$ cat config.mk
export PLATFORM = sky130hd
export DESIGN_NAME = unidade_de_emissao
export DESIGN_NICKNAME = d
export VERILOG_FILES = /design/src/rtl/laoc2_pkg.sv /design/src/rtl/tabela_status_reg.sv /design/src/rtl/unidade_de_emissao.sv
export SDC_FILE = /design/constraint.sdc
export NUM_CORES = 1
export LEC_CHECK = 0
export CAP_MARGIN = 20
export CORE_UTILIZATION = 50
export DETAILED_ROUTE_END_ITERATION = 10
export PLACE_DENSITY = 0.83
export SYNTH_ARGS = -nofsm -noshare
export SYNTH_HDL_FRONTEND = slang
export SYNTH_SLANG_ARGS = --single-unit
$ cat constraint.sdc
create_clock -name i_clk -period 4 [get_ports i_clk]
set_input_delay 0.8 -clock i_clk [delete_from_list [all_inputs] [get_ports i_clk]]
set_output_delay 0.8 -clock i_clk [all_outputs]
set_load 0.05 [all_outputs]
$ cat src/rtl/laoc2_pkg.sv
// Shared definitions for the issue stage: opcodes, reservation-station
// classes and masks, FSM states and the operand-resolution helper.
package laoc2_pkg;

  localparam int DATA_W = 16;
  localparam int N_REG  = 8;
  localparam int REG_AW = 3;
  localparam int TAG_W  = 3;
  localparam int N_RS   = 7;

  localparam logic [3:0] OP_NOP = 4'h0;
  localparam logic [3:0] OP_ADD = 4'h1;
  localparam logic [3:0] OP_SUB = 4'h2;
  localparam logic [3:0] OP_MUL = 4'h3;
  localparam logic [3:0] OP_LD  = 4'h4;
  localparam logic [3:0] OP_ST  = 4'h5;

  // Free-bit masks per class; bit i of RS_Livre corresponds to tag i+1.
  localparam logic [N_RS-1:0] RS_MASK_ADD = 7'b0000111;  // tags 1..3
  localparam logic [N_RS-1:0] RS_MASK_MUL = 7'b0011000;  // tags 4..5
  localparam logic [N_RS-1:0] RS_MASK_LS  = 7'b1100000;  // tags 6..7

  typedef enum logic [1:0] {
    CL_NONE,
    CL_ADD,
    CL_MUL,
    CL_LS
  } rs_classe_t;

  typedef enum logic [1:0] {
    BUSCA,
    POP,
    CAPTURA,
    EMITE
  } estado_t;

  typedef struct packed {
    logic [DATA_W-1:0] v;
    logic [TAG_W-1:0]  q;
  } operando_t;

  // Unknown opcodes fall into CL_NONE and are handled like NOP.
  function automatic rs_classe_t classe_de(input logic [3:0] op);
    case (op)
      OP_ADD, OP_SUB: classe_de = CL_ADD;
      OP_MUL:         classe_de = CL_MUL;
      OP_LD, OP_ST:   classe_de = CL_LS;
      OP_NOP:         classe_de = CL_NONE;
      default:        classe_de = CL_NONE;
    endcase
  endfunction

  function automatic logic [N_RS-1:0] mascara_de(input rs_classe_t c);
    case (c)
      CL_ADD:  mascara_de = RS_MASK_ADD;
      CL_MUL:  mascara_de = RS_MASK_MUL;
      CL_LS:   mascara_de = RS_MASK_LS;
      default: mascara_de = '0;
    endcase
  endfunction

  // A pending producer whose result is on the CDB this cycle is forwarded
  // immediately; status 0 never matches since the CDB tag is only compared
  // against a nonzero producer.
  function automatic operando_t resolve_operando(
    input logic [TAG_W-1:0]  status,
    input logic [DATA_W-1:0] rf_dado,
    input logic              cdb_valido,
    input logic [TAG_W-1:0]  cdb_tag,
    input logic [DATA_W-1:0] cdb_dado
  );
    operando_t r;
    if (status == '0) begin
      r.v = rf_dado;
      r.q = '0;
    end else if (cdb_valido && (cdb_tag == status)) begin
      r.v = cdb_dado;
      r.q = '0;
    end else begin
      r.v = '0;
      r.q = status;
    end
    return r;
  endfunction

endpackage

$ cat src/rtl/tabela_status_reg.sv
// Register status table: one producer tag per architectural register.
// Ports:
//   i_clk, i_rst_n          clock, asynchronous active-low reset
//   i_raddr_a/b, o_rtag_a/b two combinational read ports
//   i_we, i_waddr, i_wtag   rename write port
//   i_cdb_valido, i_cdb_tag CDB broadcast; matching entries clear to 0
module tabela_status_reg
  import laoc2_pkg::*;
(
  input  logic              i_clk,
  input  logic              i_rst_n,
  input  logic [REG_AW-1:0] i_raddr_a,
  input  logic [REG_AW-1:0] i_raddr_b,
  output logic [TAG_W-1:0]  o_rtag_a,
  output logic [TAG_W-1:0]  o_rtag_b,
  input  logic              i_we,
  input  logic [REG_AW-1:0] i_waddr,
  input  logic [TAG_W-1:0]  i_wtag,
  input  logic              i_cdb_valido,
  input  logic [TAG_W-1:0]  i_cdb_tag
);

  logic [N_REG-1:0][TAG_W-1:0] r_status;

  assign o_rtag_a = r_status[i_raddr_a];
  assign o_rtag_b = r_status[i_raddr_b];

  // A rename in the same cycle as a CDB clear of that entry keeps the new tag.
  always_ff @(posedge i_clk or negedge i_rst_n) begin
    if (!i_rst_n) begin
      r_status <= '0;
    end else begin
      for (int i = 0; i < N_REG; i++) begin
        if (i_we && (i_waddr == REG_AW'(i))) begin
          r_status[i] <= i_wtag;
        end else if (i_cdb_valido && (i_cdb_tag != '0) && (r_status[i] == i_cdb_tag)) begin
          r_status[i] <= '0;
        end
      end
    end
  end

endmodule

$ cat src/rtl/unidade_de_emissao.sv
// Issue stage: pops instructions from the queue, decodes them, waits for a
// free reservation station of the right class, resolves operands through
// the register status table (with CDB forwarding) and renames Rx.
// Ports:
//   i_clk, i_rst_n            clock, asynchronous active-low reset
//   i_instrucao, i_fila_vazia instruction queue data and empty flag
//   o_pop                     one-cycle pop request
//   i_rs_livre                free bit per RS (bit i = tag i+1)
//   o_rf_addr_a/b, i_rf_dado_a/b  register file read (Ry, Rz)
//   i_cdb_valido/tag/dado     common data bus
//   o_emite, o_emite_*        registered issue strobe and fields
//   o_parado                  stalled waiting for a free RS
module unidade_de_emissao
  import laoc2_pkg::*;
(
  input  logic              i_clk,
  input  logic              i_rst_n,
  input  logic [DATA_W-1:0] i_instrucao,
  input  logic              i_fila_vazia,
  output logic              o_pop,
  input  logic [N_RS-1:0]   i_rs_livre,
  output logic [REG_AW-1:0] o_rf_addr_a,
  output logic [REG_AW-1:0] o_rf_addr_b,
  input  logic [DATA_W-1:0] i_rf_dado_a,
  input  logic [DATA_W-1:0] i_rf_dado_b,
  input  logic              i_cdb_valido,
  input  logic [TAG_W-1:0]  i_cdb_tag,
  input  logic [DATA_W-1:0] i_cdb_dado,
  output logic              o_emite,
  output logic [TAG_W-1:0]  o_emite_tag,
  output logic [3:0]        o_emite_op,
  output logic [DATA_W-1:0] o_emite_vj,
  output logic [DATA_W-1:0] o_emite_vk,
  output logic [TAG_W-1:0]  o_emite_qj,
  output logic [TAG_W-1:0]  o_emite_qk,
  output logic              o_parado
);

  estado_t           r_estado, w_prox;
  logic [DATA_W-1:0] r_ir;

  logic              r_emite;
  logic [TAG_W-1:0]  r_emite_tag;
  logic [3:0]        r_emite_op;
  logic [DATA_W-1:0] r_emite_vj, r_emite_vk;
  logic [TAG_W-1:0]  r_emite_qj, r_emite_qk;

  logic [3:0]        w_op;
  logic [REG_AW-1:0] w_rx, w_ry, w_rz;
  logic [TAG_W-1:0]  w_stat_a, w_stat_b;
  logic [N_RS-1:0]   w_livres;
  logic              w_tem_livre;
  logic [TAG_W-1:0]  w_tag_livre;
  logic              w_emitir;
  logic              w_renomear;
  operando_t         w_opnd_j, w_opnd_k;
  logic              w_unused_bits;

  assign w_op = r_ir[15:12];
  assign w_rx = r_ir[11:9];
  assign w_ry = r_ir[8:6];
  assign w_rz = r_ir[5:3];
  assign w_unused_bits = ^i_instrucao[2:0];

  assign o_rf_addr_a = w_ry;
  assign o_rf_addr_b = w_rz;

  assign w_livres    = i_rs_livre & mascara_de(classe_de(w_op));
  assign w_tem_livre = |w_livres;
  assign w_emitir    = (r_estado == EMITE) && w_tem_livre;
  assign w_renomear  = w_emitir && (w_op != OP_ST);

  assign w_opnd_j = resolve_operando(w_stat_a, i_rf_dado_a, i_cdb_valido, i_cdb_tag, i_cdb_dado);
  assign w_opnd_k = resolve_operando(w_stat_b, i_rf_dado_b, i_cdb_valido, i_cdb_tag, i_cdb_dado);

  tabela_status_reg u_status (
    .i_clk       (i_clk),
    .i_rst_n     (i_rst_n),
    .i_raddr_a   (w_ry),
    .i_raddr_b   (w_rz),
    .o_rtag_a    (w_stat_a),
    .o_rtag_b    (w_stat_b),
    .i_we        (w_renomear),
    .i_waddr     (w_rx),
    .i_wtag      (w_tag_livre),
    .i_cdb_valido(i_cdb_valido),
    .i_cdb_tag   (i_cdb_tag)
  );

  // Lowest free tag of the class: scan downward so the lowest set bit wins.
  always_comb begin
    w_tag_livre = '0;
    for (int i = N_RS - 1; i >= 0; i--) begin
      if (w_livres[i]) w_tag_livre = TAG_W'(i + 1);
    end
  end

  always_ff @(posedge i_clk or negedge i_rst_n) begin
    if (!i_rst_n) r_estado <= BUSCA;
    else          r_estado <= w_prox;
  end

  // Pop is a decode of the POP state so it is high for exactly one full
  // cycle, letting the queue see it on the mid-cycle negedge.
  always_comb begin
    w_prox   = r_estado;
    o_pop    = 1'b0;
    o_parado = 1'b0;
    case (r_estado)
      BUSCA: begin
        if (!i_fila_vazia) w_prox = POP;
      end
      POP: begin
        o_pop  = 1'b1;
        w_prox = CAPTURA;
      end
      CAPTURA: begin
        if (classe_de(i_instrucao[15:12]) == CL_NONE) w_prox = BUSCA;
        else                                          w_prox = EMITE;
      end
      EMITE: begin
        if (w_tem_livre) w_prox   = BUSCA;
        else             o_parado = 1'b1;
      end
      default: w_prox = BUSCA;
    endcase
  end

  always_ff @(posedge i_clk or negedge i_rst_n) begin
    if (!i_rst_n) begin
      r_ir        <= '0;
      r_emite     <= 1'b0;
      r_emite_tag <= '0;
      r_emite_op  <= '0;
      r_emite_vj  <= '0;
      r_emite_vk  <= '0;
      r_emite_qj  <= '0;
      r_emite_qk  <= '0;
    end else begin
      if (r_estado == CAPTURA) r_ir <= i_instrucao;
      r_emite <= w_emitir;
      if (w_emitir) begin
        r_emite_tag <= w_tag_livre;
        r_emite_op  <= w_op;
        r_emite_vj  <= w_opnd_j.v;
        r_emite_vk  <= w_opnd_k.v;
        r_emite_qj  <= w_opnd_j.q;
        r_emite_qk  <= w_opnd_k.q;
      end
    end
  end

  assign o_emite     = r_emite;
  assign o_emite_tag = r_emite_tag;
  assign o_emite_op  = r_emite_op;
  assign o_emite_vj  = r_emite_vj;
  assign o_emite_vk  = r_emite_vk;
  assign o_emite_qj  = r_emite_qj;
  assign o_emite_qk  = r_emite_qk;

endmodule

## Yosys cells after proc, flatten, opt, wreduce, memory -nomap -nowiden

Index checks and enable logic that the tools add are counted.

| cells by class | value |
|---|---|
| equality and inequality tests | 36 |
| reduce and logical (&&, ||, !) cells | 41 |
| mux-type cells | 42 |
| bitwise gates (word level) | 1 |
| $lt $le $gt $ge | 2 |

Operators by type and width:

| cell | count |
|---|---|
| 19-bit two-way mux | 4 |
| 3-bit two-way mux | 25 |
| 3-bit equality test | 10 |
| 1-bit logical AND | 21 |
| 7-bit case mux with 3 select lines | 1 |
| 3-bit binary-select mux with 3-bit select | 2 |
| 4-bit by 2-bit equality test with 1-bit output (second input constant) | 4 |
| 4-bit by 3-bit equality test with 1-bit output (second input constant) | 4 |
| 2-bit nonzero test | 8 |
| 3-bit equality test (second input constant) | 4 |
| 2-bit case mux with 3 select lines | 2 |
| 3-bit logical NOT | 3 |
| 2-bit equality test (second input constant) | 4 |
| 4-bit by 1-bit equality test with 1-bit output (second input constant) | 2 |
| 3-bit by 4-bit less-than comparator with 1-bit output (second input constant) | 2 |
| 2-bit two-way mux | 4 |
| 2-bit case mux with 4 select lines | 1 |
| 2-bit OR reduction | 4 |
| 7-bit bitwise AND | 1 |
| 7-bit OR reduction | 1 |
| 3-bit by 2-bit equality test with 1-bit output (second input constant) | 2 |
| 2-bit by 1-bit equality test with 1-bit output (second input constant) | 2 |
| 2-bit logical NOT | 2 |
| 2-bit inequality test (second input constant) | 2 |
| other kinds (5) | 7 |

| word-level totals | value |
|---|---|
| bits of input ports | 78 |
| output and inout port bits | 54 |
| register bits after elaboration | 88 |
| word-level logic and storage cells | 139 |

## Longest topological paths before layout

Gate-level depths: netlist of run 1.

| logic depth | value |
|---|---|
| depth in word-level cells | 14 |
| gate-level depth with buffers | 9 |
| mapped depth without buffers | 7 |

## Modules after synthesis

From an unflattened synthesis of run 1, not the netlist that was laid out.

| second synthesis, totals | value |
|---|---|
| cells, all modules | 468 |
| area, all modules | 4863.4 µm² |

Modules (own cells, without submodules):

| module | area each (µm²) | sequential area each (µm²) | instances | cells an instance |
|---|---|---|---|---|
| unidade_de_emissao | 3050.4 | 1526.5 | 1 | 294 |
| tabela_status_reg | 1813.0 | 600.6 | 1 | 174 |

## Least setup slack after synthesis of run 1

OpenSTA, ideal clock, no wires.

| timing path | value |
|---|---|
| path kind | input to output |
| start point | in i_rs_livre[4] |
| end point | out o_parado |
| data required time | 3200 ps |
| data arrival time | 1984 ps |
| path buffers | 0 |
| stages on the path | 4 |
| setup slack | 1216 ps |
| cells stage by stage | or2_2 > a22o_1 > or3_1 > inv_1 |

| on the way | value |
|---|---|
| cells in the longest elaborated chain, start to end | 4 |

RTL lines:

| element | RTL line | RTL |
|---|---|---|
| start, declared | unidade_de_emissao.sv:21 | `input logic [N_RS-1:0] i_rs_livre,` |
| 7-bit bitwise AND | unidade_de_emissao.sv:68 | `assign w_livres = i_rs_livre & mascara_de(classe_de(w_op));` |
| 7-bit OR reduction | unidade_de_emissao.sv:69 | `assign w_tem_livre = \|w_livres;` |
| 1-bit two-way mux | unidade_de_emissao.sv:122 | `if (w_tem_livre) w_prox = BUSCA;` |
| 1-bit two-way mux | unidade_de_emissao.sv:109 | `case (r_estado)` |
| end, declared | unidade_de_emissao.sv:36 | `output logic o_parado` |

Every way passes these cells.

## Worst setup path after layout of run 1

Same ends and word-level chain as after synthesis.

==> summary.txt, run 1 <==
CTS
  • CTS buffer count: 9
  • Setup Fix Bufs, Post-CTS: 0
  • Hold-fix buffer count after cts: 0
  • TritonCTS clock tree: built
  • Clock transition at the registers of the reported paths: 0.10 ns
  • Clock sink count: 85
  • Root Buffer Master: sky130_fd_sc_hd__clkbuf_8
  • Bufs on Longest Clock Path: 2
  • H-tree depth: 3
  • Cells resized by post-CTS repair: 0
  • Worst-Skew Late Latency: around 0.36 ns

Place
  • Count of port buffers added during placement: 128
  • Count of placed standard cells including taps: 660
  • Placement-stage worst setup slack: about 0.76 ns
  • HPWL reported at the end of detailed placement: about 8.9 mm
  • Routability-driven placement congestion ratio: 0.887

Status
  • Status: finished with violations
  • Failing checks: design-rule violations

Final layout
  • Total Nets Final: 639
  • Non-filler instance count after layout: 677
  • Share of final-layout standard cells stronger than drive strength 1: 0.125
  • Area grow syn2layout: 33.1%
  • Diode count: 0

Global route
  • GRT Resource Usage Total: 0.259
  • Pin count of the biggest net entering global routing: 86
  • Antenna violations before repair: 0
  • Grt total ovfl: 0
  • Via count of the first global-routing pass: 3,989
  • Global-route wire length before repair: 20.1 mm

Floorplan
  • Y dimension of the die: 99.1 um
  • Top-level port count: approximately 130
  • Die ar.: 9820 um^2
  • Width of the die: between 90 and 100 um
  • Row count: 35
  • Placeable core region: 9200 um^2
  • Effective utilization at floorplan: 0.513

Power
  • Power Dens Cells: 256 nW/um^2
  • Overall power after layout: 1.61 mW
  • Static Leakage: roughly 2.5 nW
  • Worst IR drop on VDD: 0.158 mV

Routing
  • Total Routed Length: 12.2 mm
  • Drt pass-1 iters: 7
  • Vias: 3,924
  • Post-DR wirelength/cell: 18.1 um
  • Detailed router's first-iteration violation count: roughly 280
  • Residual DRC: 2
  • DRT antenna net count: 0
  • Routed via count divided by cell count: 5.80

Synth
  • Sequential fraction of the synthesis area: 0.451
  • Mean cell area of the mapped netlist: between 10 and 15 um^2
  • Number of instances in the synthesized netlist: 445
  • Primary FF master, synth: sky130_fd_sc_hd__dfrtp_1
  • Area of the mapped netlist: 4710 um^2
  • Post-synth ARST share: 1.00
  • YS warnings: 0
  • Yosys reg bits: between 80 and 90
  • Yosys top cell by area: sky130_fd_sc_hd__dfrtp_1
  • Number of nets in the synthesized netlist: 523
  • Top cell type's share of synthesized area: 0.451
  • Post-synthesis cell type count: about 50
  • Count of flip-flops with a built-in enable after synthesis: 0
  • Synth top area cells: sky130_fd_sc_hd__dfrtp_1, sky130_fd_sc_hd__mux2i_1, sky130_fd_sc_hd__xnor2_1

Critical path
  • Worst path arrival time: approximately 2.4 ns
  • Slowest cell on the critical path: sky130_fd_sc_hd__clkdlybuf4s50_1
  • Launch point of the worst reg-to-reg path: r_ir[5]
  • Critical Setup Path Class: input pin to output port
  • Crit Path Max Fanout: 3
  • Launch point of the worst path: i_rs_livre[4]
  • Category of the worst setup path capture point: output port
  • Crit start category: input pin
  • Required @ worst endpoint: 3.20 ns
  • Delay of the slowest critical-path stage: 0.41 ns
  • Chain of cells forming the critical path: clkdlybuf4s50_1 > or2_2 > a22o_1 > or3_1 > inv_1 > buf_4

Timing
  • Final hold vios: 0
  • Unrepaired setup endpoints after global routing: false
  • Final number of setup-violating endpoints: 0
  • Peak Freq: around 310 MHz
  • Final Slew Violations: 0
  • Setup ws final: roughly 0.77 ns
  • Final period demand of the worst path: 3.23 ns
  • Final clock period utilization by the worst path: 0.809
  • Setup TNS after final layout: 0 ns
  • Worst Tran Pin Value: ~0.95 ns
  • Final Skew: ~0.017 ns
  • Worst slew margin relative to its limit: 0.369

Hold path
  • Worst min-delay path class: input pin to asynchronous set/reset pin

Run
  • Max Cap Violations: 0
[registers in the layout, summed over array words and instances (netlist names)]
signal             cells
o_emite                1
o_emite_tag            3
u_status.r_status     24
o_emite_op             4
r_ir                  13
r_estado               2
o_emite_vk            16
o_emite_qk             3
o_emite_vj            16
o_emite_qj             3
[synthesized netlist by cell type (8+ instances only)]
master	n
sky130_fd_sc_hd__buf_4	9
sky130_fd_sc_hd__nand3_1	10
sky130_fd_sc_hd__clkbuf_1	18
sky130_fd_sc_hd__a22oi_1	18
sky130_fd_sc_hd__dfrtp_1	85
sky130_fd_sc_hd__and2_1	18
sky130_fd_sc_hd__mux2i_1	32
sky130_fd_sc_hd__xnor2_1	28
sky130_fd_sc_hd__o21ai_0	8
sky130_fd_sc_hd__o21ai_1	22
sky130_fd_sc_hd__nand2_1	63
sky130_fd_sc_hd__mux2_2	14
sky130_fd_sc_hd__a31oi_1	17
sky130_fd_sc_hd__o31ai_2	10
sky130_fd_sc_hd__nand4_1	12
[metrics by stage]
stage	hold WS, ns	utilization	area [um^2]
after floorplan	0.484	-	4710
after global placement	0.459	0.656	6030
after detailed placement	0.469	0.657	6040
after CTS	0.491	0.679	6240
after global routing	0.340	0.682	6270
final	0.329	0.682	6270
[worst max-delay path, delay by kind of cell]
kind            cells  cell delay [ns]
buf+inv             3             0.68
simple gates        2             0.72
compound gates      1             0.24
[path summary, 6_finish.rpt]
kind,end,slack [ns],cells past startpoint
min in group i_clk,o_emite_op[1],0.48,2
worst min-delay path,o_emite_vk[0],0.33,1
max in group asynchronous,r_ir[7],3.05,2
worst min register to register,o_emite_op[1],0.48,2
worst max-delay path,o_parado,0.77,6
worst max register to register,o_emite_vk[7],1.29,7
[layout make-up]
type,count,area [um^2]
Fill cell,706,2930
Multi-Input combinational cell,319,2400
Sequential cell,85,2130
Timing Repair Buffer,139,1380
Tap cell,111,139
Clock buffer,10,128
Clock inverter,6,71.3
Inverter,7,26.3
[cell usage in the layout (no fill, tap or decap), types with 2 or more instances in the layout]
master | synthesis | final
sky130_fd_sc_hd__nand3_1 | 10 | 10
sky130_fd_sc_hd__inv_1 | 5 | 5
sky130_fd_sc_hd__o31ai_2 | 10 | 10
sky130_fd_sc_hd__and2_1 | 18 | 18
sky130_fd_sc_hd__xnor2_1 | 28 | 28
sky130_fd_sc_hd__clkinv_4 | 0 | 2
sky130_fd_sc_hd__nand3b_1 | 7 | 7
sky130_fd_sc_hd__o2111ai_1 | 2 | 2
sky130_fd_sc_hd__nor2_1 | 5 | 5
sky130_fd_sc_hd__nor4_4 | 2 | 2
sky130_fd_sc_hd__a22oi_1 | 18 | 18
sky130_fd_sc_hd__mux4_2 | 7 | 7
sky130_fd_sc_hd__o21ai_1 | 22 | 21
sky130_fd_sc_hd__nand4_1 | 12 | 12
sky130_fd_sc_hd__nand2_1 | 63 | 63
sky130_fd_sc_hd__dfrtp_1 | 85 | 85
sky130_fd_sc_hd__mux2i_4 | 2 | 2
sky130_fd_sc_hd__clkinvlp_4 | 0 | 2
sky130_fd_sc_hd__a22o_1 | 2 | 2
sky130_fd_sc_hd__nor3_1 | 2 | 2
sky130_fd_sc_hd__xor2_1 | 2 | 2
sky130_fd_sc_hd__mux2i_1 | 32 | 32
sky130_fd_sc_hd__clkbuf_8 | 0 | 9
sky130_fd_sc_hd__o31ai_1 | 7 | 7
sky130_fd_sc_hd__o21ai_0 | 8 | 8
sky130_fd_sc_hd__mux2_2 | 14 | 14
sky130_fd_sc_hd__a21oi_1 | 2 | 2
sky130_fd_sc_hd__buf_4 | 9 | 11
sky130_fd_sc_hd__nor2b_1 | 6 | 6
sky130_fd_sc_hd__a31oi_1 | 17 | 17
sky130_fd_sc_hd__clkdlybuf4s50_1 | 0 | 126
sky130_fd_sc_hd__nor3b_1 | 4 | 4
[report_power, final]
part | internal, mW | switching, mW | leakage, nW
combinational | 0.0813 | 0.0541 | 1.24
sequential | 0.858 | 0 | 1.18
clock | 0.293 | 0.321 | 0.0931
total | 1.23 | 0.375 | 2.51
[cells by family (layout without fill, tap and decap cells)]
kind of cell           Yosys count  in the layout  synth area share
multiplexers                    56             56             0.147
XOR/XNOR                        30             30            0.0557
AND/OR/NAND/NOR                138            138             0.160
buffers and inverters           41            162            0.0425
AO/OA/AOI/OAI                   95             95             0.143
flip-flops                      85             85             0.451
[layer usage]
layer	track usage	wire [um]	up-vias
li1	-	-	1852
met1	0.350	5240	1937
met2	0.445	6270	125
met3	0.0239	618	10
met4	0.0837	107	0
met5	0	0	-
No activity file was read; power rests on OpenSTA's default activity.
==> inputs of run 2 (changes only) <==
CORE_UTILIZATION = 49   (was 50)
PLACE_DENSITY = 0.82   (was 0.83)
clock period = 3.2 ns   (was 4 ns; I/O delays follow)
==> summary.txt, run 2 (synthesis results as in run 1) <==
Status
  • Status: finished clean (was finished with violations)

Critical path
  • Launch point of the worst path: i_rs_livre[4] (unchanged)
  • Worst path arrival time: 2.27 ns (was 2.43 ns)
  • Crit Path Max Fanout: 3 (unchanged)
  • Flop2flop setup slack: 0.64 ns (was 1.29 ns)
  • Category of the worst setup path capture point: output port (unchanged)
  • Capture point of the worst path: o_parado (unchanged)
  • Crit start category: input pin (unchanged)
  • Launch point of the worst reg-to-reg path: r_ir[5] (unchanged)
  • Required @ worst endpoint: 2.56 ns (was 3.20 ns)
  • Worst-case reg-to-reg path depth: 7 (unchanged)
  • Critical Setup Path Class: input pin to output port (unchanged)
  • Capture instance of the worst register-to-register path: o_emite_vk[11] (was o_emite_vk[7])

Timing
  • Final Slew Violations: 0 (unchanged)
  • Worst slew margin relative to its limit: 0.572 (was 0.369)
  • Worst Tran Pin Value: 0.642 ns (was 0.946 ns)
  • Final Skew: 0.0142 ns (was 0.0166 ns)
  • Final clock period utilization by the worst path: 0.908
  • Unrepaired setup endpoints after global routing: false (unchanged)
  • Setup TNS after final layout: 0 ns (unchanged)
  • Final number of setup-violating endpoints: 0 (unchanged)
  • Setup ws final: 0.293 ns (was 0.766 ns)
  • Final period demand of the worst path: 2.91 ns
  • Final hold vios: 0 (unchanged)
  • Peak Freq: 344 MHz

Final layout
  • Share of final-layout standard cells stronger than drive strength 1: 0.139 (was 0.125)
  • Biggest register: u_status.r_status (unchanged)
  • Area grow syn2layout: 35.3% (was 33.1%)
  • Diode count: 0 (unchanged)
  • Register cell area after layout: 2130 um^2 (unchanged)
  • Combined area of the multi-input logic cells: 2400 um^2 (unchanged)
  • Total Nets Final: 647 (was 639)
  • Highest-count cells in the layout ignoring fill and taps: sky130_fd_sc_hd__clkdlybuf4s50_1, sky130_fd_sc_hd__dfrtp_1, sky130_fd_sc_hd__nand2_1, sky130_fd_sc_hd__mux2i_1, sky130_fd_sc_hd__xnor2_1 (unchanged)
  • Share of the core filled with cells: 0.687 (was 0.682)
  • Flip-flop count of the largest register after layout: 24 (unchanged)
  • Filler Cell Count: 722 (was 706)
  • Most common library cell in the layout ignoring fill and taps: sky130_fd_sc_hd__clkdlybuf4s50_1 (unchanged)
  • Non-filler instance count after layout: 703 (was 677)

Global route
  • Via count of the first global-routing pass: 4,089 (was 3,989)
  • Grt total ovfl: 0 (unchanged)
  • Pin count of the biggest net entering global routing: 86 (unchanged)
  • GRT Resource Usage Total: 0.260 (was 0.259)
  • Antenna violations before repair: 0 (unchanged)
  • Global-route wire length before repair: 20.5 mm (was 20.1 mm)

Place
  • Count of port buffers added during placement: 128 (unchanged)
  • Count of placed standard cells including taps: 685 (was 660)
  • HPWL reported at the end of detailed placement: 9.49 mm (was 8.93 mm)
  • Placement-stage worst setup slack: 0.226 ns (was 0.761 ns)
  • Routability-driven placement congestion ratio: 0.890 (was 0.887)

Floorplan
  • Y dimension of the die: 100 um (was 99.1 um)
  • Die ar.: 10,000 um^2 (was 9820 um^2)
  • Width of the die: 100 um (was 99.1 um)
  • Effective utilization at floorplan: 0.508 (was 0.513)
  • Placeable core region: 9280 um^2 (was 9200 um^2)
  • Top-level port count: 132 (unchanged)
  • Row count: 35 (unchanged)

CTS
  • H-tree depth: 3 (unchanged)
  • Bufs on Longest Clock Path: 2 (unchanged)
  • Cells resized by post-CTS repair: 0 (unchanged)
  • Hold-fix buffer count after cts: 0 (unchanged)
  • CTS buffer count: 9 (unchanged)
  • Clock sink count: 85 (unchanged)
  • Root Buffer Master: sky130_fd_sc_hd__clkbuf_8 (unchanged)
  • Clock transition at the registers of the reported paths: 0.10 ns (about the same)
  • Setup Fix Bufs, Post-CTS: 0 (unchanged)
  • TritonCTS clock tree: built (unchanged)
  • Worst-Skew Late Latency: 0.36 ns (about the same)

Run
  • Max Cap Violations: 0 (unchanged)

Routing
  • Drt pass-1 iters: 5 (was 7)
  • Residual DRC: 0 (was 2)
  • Post-DR wirelength/cell: 18.3 um (was 18.1 um)
  • Detailed router's first-iteration violation count: 238 (was 276)
  • Routed via count divided by cell count: 5.74 (was 5.80)
  • DRT antenna net count: 0 (unchanged)
  • Vias: 4,036 (was 3,924)
  • Total Routed Length: 12.8 mm (was 12.2 mm)

Power
  • Overall power after layout: 2.03 mW (was 1.61 mW)
  • Static Leakage: 2.56 nW (was 2.51 nW)
  • Power Dens Cells: 319 nW/um^2 (was 256 nW/um^2)
  • Worst IR drop on VDD: 0.212 mV (was 0.158 mV)

Hold path
  • Worst min-delay path class: input pin to asynchronous set/reset pin (unchanged)
==> run 2: changes by cell type in the layout (fill, tap and decap cells not counted) <==
| cell | delta |
|---|---|
| sky130_fd_sc_hd__buf_12 | +1 |
| sky130_fd_sc_hd__inv_8 | +1 |
| sky130_fd_sc_hd__buf_4 | +7 |
| sky130_fd_sc_hd__clkinv_2 | +1 |
| sky130_fd_sc_hd__clkbuf_1 | -1 |
| sky130_fd_sc_hd__clkinvlp_4 | -1 |
| sky130_fd_sc_hd__inv_6 | -1 |
| sky130_fd_sc_hd__clkbuf_8 | +1 |
==> run 2: metal layers <==
| metal | track usage | wire length, um | vias to the layer above |
|---|---|---|---|
| li1 | - | - | 1857 |
| met1 | 0.338 | 5440 | 1985 |
| met2 | 0.446 | 6360 | 163 |
| met5 | 0 | 0 | - |
| met4 | 0.106 | 371 | 0 |
| met3 | 0.0272 | 672 | 31 |
==> run 2: report_power, final <==
part / switching, mW / internal (mW)
Sequential: 0 / 1.07
Clock: 0.400 / 0.389
Combinational: 0.0687 / 0.104
==> run 2: worst min path at each step <==
stage | startpoint | endpoint | slack [ns] | cells past startpoint
2_1_floorplan | i_rst_n | o_emite | 0.34 | 0
4_1_cts | o_emite_tag[0] | o_emite_tag[0] | 0.49 | 2
6_report | i_rst_n | o_emite_vk[0] | 0.10 | 1
3_5_place_dp | o_emite_op[1] | o_emite_op[1] | 0.47 | 2
5_1_grt | i_rst_n | o_emite_vk[0] | 0.09 | 1
3_3_place_gp | o_emite_op[0] | o_emite_op[0] | 0.46 | 2
==> run 2: final cells by class <==
| type | count | area share |
|---|---|---|
| tap | 129 | 0.0253 |
| sequential | 85 | 0.334 |
| timing repair buffer | 147 | 0.228 |
| clock inverter | 6 | 0.0112 |
| inverter | 7 | 0.00412 |
| multi-input combinational | 319 | 0.376 |
| clock buffer | 10 | 0.0216 |
==> run 2: through the flow <==
stage	hold WS (ns)	instance area, um^2
after detailed placement	0.472	6130
after global routing	0.0932	6380
after global placement	0.460	6130
after floorplan	0.344	4710
after CTS	0.494	6340
final	0.102	6380
==> run 2: worst max-delay path, stage by stage <==
cell and delay (ns):
sky130_fd_sc_hd__clkdlybuf4s50_1 0.41, sky130_fd_sc_hd__or2_2 0.31, sky130_fd_sc_hd__a22o_1 0.24, sky130_fd_sc_hd__or3_1 0.40, sky130_fd_sc_hd__inv_1 0.12, sky130_fd_sc_hd__buf_12 0.14
